--- config.mk ---
export PLATFORM = sky130hd
export DESIGN_NAME = imm_gen_pipe
export DESIGN_NICKNAME = d
export VERILOG_FILES = /design/src/rtl/imm_gen_pipe.sv
export SDC_FILE = /design/constraint.sdc
export NUM_CORES = 1
export LEC_CHECK = 0
export ABC_CLOCK_PERIOD_IN_PS = 1300
export BUFFER_PORTS_ARGS = -buffer_cell sky130_fd_sc_hd__buf_2
export CAP_MARGIN = 30
export CORE_MARGIN = 5
export CORE_UTILIZATION = 48
export CTS_CLUSTER_SIZE = 30
export DETAILED_ROUTE_END_ITERATION = 8
export PLACE_DENSITY = 0.82
export SYNTH_ARGS = -nofsm -noshare
export SYNTH_HDL_FRONTEND = slang
export SYNTH_SLANG_ARGS = --single-unit
--- constraint.sdc ---
create_clock -name clk -period 1.3 [get_ports clk]
set_input_delay 0.26 -clock clk [delete_from_list [all_inputs] [get_ports clk]]
set_output_delay 0.26 -clock clk [all_outputs]
set_load 0.01 [all_outputs]
--- src/rtl/imm_gen_pipe.sv ---
// imm_gen_pipe: pipelined RISC-V immediate generator (I/S/B/U/J/zimm) with a 2-entry skid buffer
module imm_gen_pipe #(
  parameter int XLEN = 32,
  parameter int CNT_W = 16
) (
  input  logic             clk,
  input  logic             rst,
  input  logic             in_valid,
  output logic             in_ready,
  input  logic [31:0]      Instr,
  input  logic [2:0]       ImmSrc,
  output logic             out_valid,
  input  logic             out_ready,
  output logic [XLEN-1:0]  ImmExt,
  output logic             ImmErr,
  output logic [CNT_W-1:0] imm_count
);
  logic [31:0] raw;
  logic [XLEN-1:0] dec_imm, skid_imm;
  logic dec_err, skid_v, skid_err, acc, unused_opcode;
  assign unused_opcode = ^Instr[6:0];
  always_comb begin
    raw = ImmSrc == 3'd0 ? {{20{Instr[31]}}, Instr[31:20]} :
          ImmSrc == 3'd1 ? {{20{Instr[31]}}, Instr[31:25], Instr[11:7]} :
          ImmSrc == 3'd2 ? {{19{Instr[31]}}, Instr[31], Instr[7], Instr[30:25], Instr[11:8], 1'b0} :
          ImmSrc == 3'd3 ? {Instr[31:12], 12'b0} :
          ImmSrc == 3'd4 ? {{11{Instr[31]}}, Instr[31], Instr[19:12], Instr[20], Instr[30:21], 1'b0} :
          ImmSrc == 3'd5 ? {27'b0, Instr[19:15]} : 32'd0;
    dec_err = ImmSrc[2] & ImmSrc[1];
    dec_imm = XLEN'($signed(raw));
    acc = in_valid && in_ready;
  end
  assign in_ready = !skid_v;
  always_ff @(posedge clk) begin
    if (!rst) begin
      out_valid <= 1'b0;
      ImmExt <= '0;
      ImmErr <= 1'b0;
      skid_v <= 1'b0;
      skid_imm <= '0;
      skid_err <= 1'b0;
      imm_count <= '0;
    end else begin
      if (acc) imm_count <= imm_count + CNT_W'(1);
      if (!out_valid || out_ready) begin
        out_valid <= skid_v || acc;
        if (skid_v || acc) begin
          ImmExt <= skid_v ? skid_imm : dec_imm;
          ImmErr <= skid_v ? skid_err : dec_err;
        end
        skid_v <= skid_v && acc;
        if (skid_v && acc) begin
          skid_imm <= dec_imm;
          skid_err <= dec_err;
        end
      end else if (acc) begin
        skid_v <= 1'b1;
        skid_imm <= dec_imm;
        skid_err <= dec_err;
      end
    end
  end
endmodule

==> results.sh <==
export IMPL_drt_antenna_violating_nets=0
export IMPL_synth_cell_types=53
export IMPL_clkTransAtPathRegs_ns=0.10
export IMPL_p_leak_uw=0.00242
export IMPL_hpwl_um=7230
export IMPL_cts_buffers=9
export IMPL_root_buffer="clkbuf_8"
export IMPL_period_needed_ns=1.54
export IMPL_die_w_um=99.5
export IMPL_crit_path_start="skid_v"
export IMPL_violations="setup timing"
export IMPL_post_place_ws_ns=-0.140
export IMPL_die_h_um=99.5
export IMPL_ys_seq_area_share_pct=43.8
export IMPL_hp_start="Instr[19]"
export IMPL_rrSetupSlack_ns=-0.24
export IMPL_grt_pass1_vias=4084
export IMPL_worst_setup_path_start_kind="register"
export IMPL_slew_headroom_pct=71.1
export IMPL_wire_per_inst_um=21.6
export IMPL_rows=32
export IMPL_hold_path_class="in -> reg"
export IMPL_grt_setup_unrepaired="true"
export IMPL_worstPathMaxFanout=6
export IMPL_fp_dieArea_sq_um=9890
export IMPL_worstSetupEndpointType="register"
export IMPL_syn_avg_cell_area_sq_um=8.54
export IMPL_cts_tree="yes"
export IMPL_cp_arrival_ns=1.80
export IMPL_cts_hold_buf=0
export IMPL_p_per_area_nw_per_um2=1050
export IMPL_worstPathRequired_ns=1.56
export IMPL_grt_max_degree=39
export IMPL_drtPass1Iterations=6
export IMPL_reg2reg_from="skid_v"
export IMPL_outcome="finished, violations left"
export IMPL_min_period_over_period_pct=118
export IMPL_critPathKind="reg -> reg"
export IMPL_htreeDepth=3
export IMPL_worst_pin_slew_ns=0.434
export IMPL_start_util_pct=49.5
export IMPL_track_usage_pct=24.8
export IMPL_io_buffers=82
export IMPL_drtIter0Drc=423
export IMPL_fmax_mhz=650
export IMPL_fin_util_pct=75.7
export IMPL_gp_congestion=0.861
export IMPL_nNetsFinal=622
export IMPL_place_area_sq_um=4690
export IMPL_layout_drive_gt1_share_pct=47.4
export IMPL_synth_edf_count=0
export IMPL_slew_violations=0
export IMPL_synth_ff_type="dfxtp_1"
export IMPL_clock_skew_ns=0.0159
export IMPL_clk_latency_ns=0.37
export IMPL_viasPerCell=6.35
export IMPL_clock_sinks=84
export IMPL_yosysWarningCount=0
export IMPL_fin_area_sq_um=5880
export IMPL_antenna_found_initial=1
export IMPL_syn_nets=490
export IMPL_synthCells=450
export IMPL_irDropWorstVdd_mv=0.679
export IMPL_routed_wl_um=14900
export IMPL_drc=0
export IMPL_drv_cap=0
export IMPL_vias=4374
export IMPL_antenna_cells=0
export IMPL_synth_area_sq_um=3840
export IMPL_io_pins=90
export IMPL_grt_pass1_wl_um=19800
export IMPL_grt_overflow=0
export IMPL_setup_violations=78
export IMPL_hold_ws_ns=0.154
export IMPL_async_reset_ff_share_pct=0
export IMPL_synth_seq_cells=84
export IMPL_clk_path_buf_depth=2
export IMPL_finalHoldViolCount=0
export IMPL_synthToLayoutAreaGrowth_pct=53.1
export IMPL_setup_ws_ns=-0.238
export IMPL_core_area_sq_um=7770
## cells by family after synthesis
family                     count (synthesis)  share of synthesized area [%]
AOI/OAI and AO/OA                        176                           27.3
buffers and inverters                     45                           5.47
adders and majority gates                  2                          0.619
muxes                                      4                           1.04
xor gates and xnor gates                  12                           2.74
and+or+nand+nor                          127                           19.1
DFF                                       84                           43.8
## final timing paths
check                                    end  depth (start not counted)
worst min-delay path            skid_imm[19]                          3
worst min register to register    ImmExt[21]                          2
worst max-delay path            imm_count[9]                          6
worst max register to register  imm_count[9]                          6
## repair_timing
action	CTS	global route
cloned	7	3
hold endpoints to repair	0	0
resized for setup	80	72
pin swaps	19	34
buffers inserted	13	9
endpoints found under the setup margin	67	86
## state kept, by name, indices dropped and copies added, names as in the netlist
signal     flops
skid_err       1
imm_count     16
ImmExt        32
ImmErr         1
out_valid      1
skid_imm      32
skid_v         1
## metrics by stage
step / total power [uW] / TNS [ns] / std cells
finish: 6150 / -8.25 / 689
global placement: 3610 / -3.39 / 643
global route: 6340 / -10.70 / 689
CTS: 5920 / -4.63 / 679
floorplan: 3280 / -0.140 / 450
detailed placement: 3640 / -5.64 / 643
## layout by cell type (no fill, tap or decap), types with 5 or more instances in the layout
master / count
buf_2: 80
buf_12: 9
nor2_1: 5
nand2b_1: 7
o21ai_0: 5
buf_4: 40
and2_1: 11
clkbuf_8: 10
o21ai_2: 22
buf_16: 5
o21ai_1: 8
xnor2_1: 7
a21oi_2: 22
a21oi_1: 41
nand4_1: 6
nor2b_1: 8
dfxtp_2: 5
nand2_1: 42
buf_6: 23
dfxtp_1: 76
a211oi_1: 11
o211ai_1: 21
nand3_1: 9
a22oi_1: 5
xor2_1: 5
o22ai_1: 17
## cells in the mapped netlist, types with 5 or more instances
| library cell | instances | area share, % |
|---|---|---|
| o21ai_0 | 24 | 3.1 |
| nor2_1 | 6 | 0.59 |
| xnor2_1 | 7 | 1.6 |
| a21oi_1 | 66 | 8.6 |
| nand2b_1 | 8 | 1.3 |
| and2_1 | 11 | 1.8 |
| buf_2 | 15 | 2.0 |
| nand2_1 | 44 | 4.3 |
| xor2_1 | 5 | 1.1 |
| o22ai_1 | 20 | 3.3 |
| a211oi_1 | 11 | 2.1 |
| nor2b_1 | 9 | 1.5 |
| nand4_1 | 6 | 0.98 |
| clkbuf_1 | 22 | 2.1 |
| a22oi_1 | 8 | 1.6 |
| nor3b_1 | 7 | 1.4 |
| o21ai_1 | 12 | 1.6 |
| o211ai_1 | 21 | 4.1 |
| nand3_1 | 13 | 1.7 |
| dfxtp_1 | 84 | 44 |
## routing by layer
layer  track usage, %  vias up  part of all wire, %
li1                 -     1914                    -
met1             30.8     2074                   38
met2             41.6      301                   48
met3             4.70       83                  8.8
met4             11.0        2                  5.3
met5                0        -                0.087
## worst max-delay path: stages (launching register included)
cell and delay, ns:
dfxtp_4 0.37, buf_6 0.13, nand3b_4 0.18, or2_4 0.25, buf_6 0.12, o21ai_0 0.25
a21boi_1 0.13
## area by class of cell
| type | instances | area (sq um) |
|---|---|---|
| repair buffers | 164 | 1430 |
| well taps | 102 | 128 |
| multi-input cells | 321 | 2400 |
| flip-flops and latches | 84 | 1700 |
| clock buffers | 12 | 145 |
| fillers | 500 | 1890 |
| clock inverters | 4 | 72.6 |
| inverters | 2 | 7.51 |
## where the power goes
part | switching [uW] | total (uW) | internal [uW]
combinational | 651 | 1220 | 573
clock | 1030 | 2160 | 1140
sequential | 83.7 | 2770 | 2680
Power figures use the tool's default switching activity.
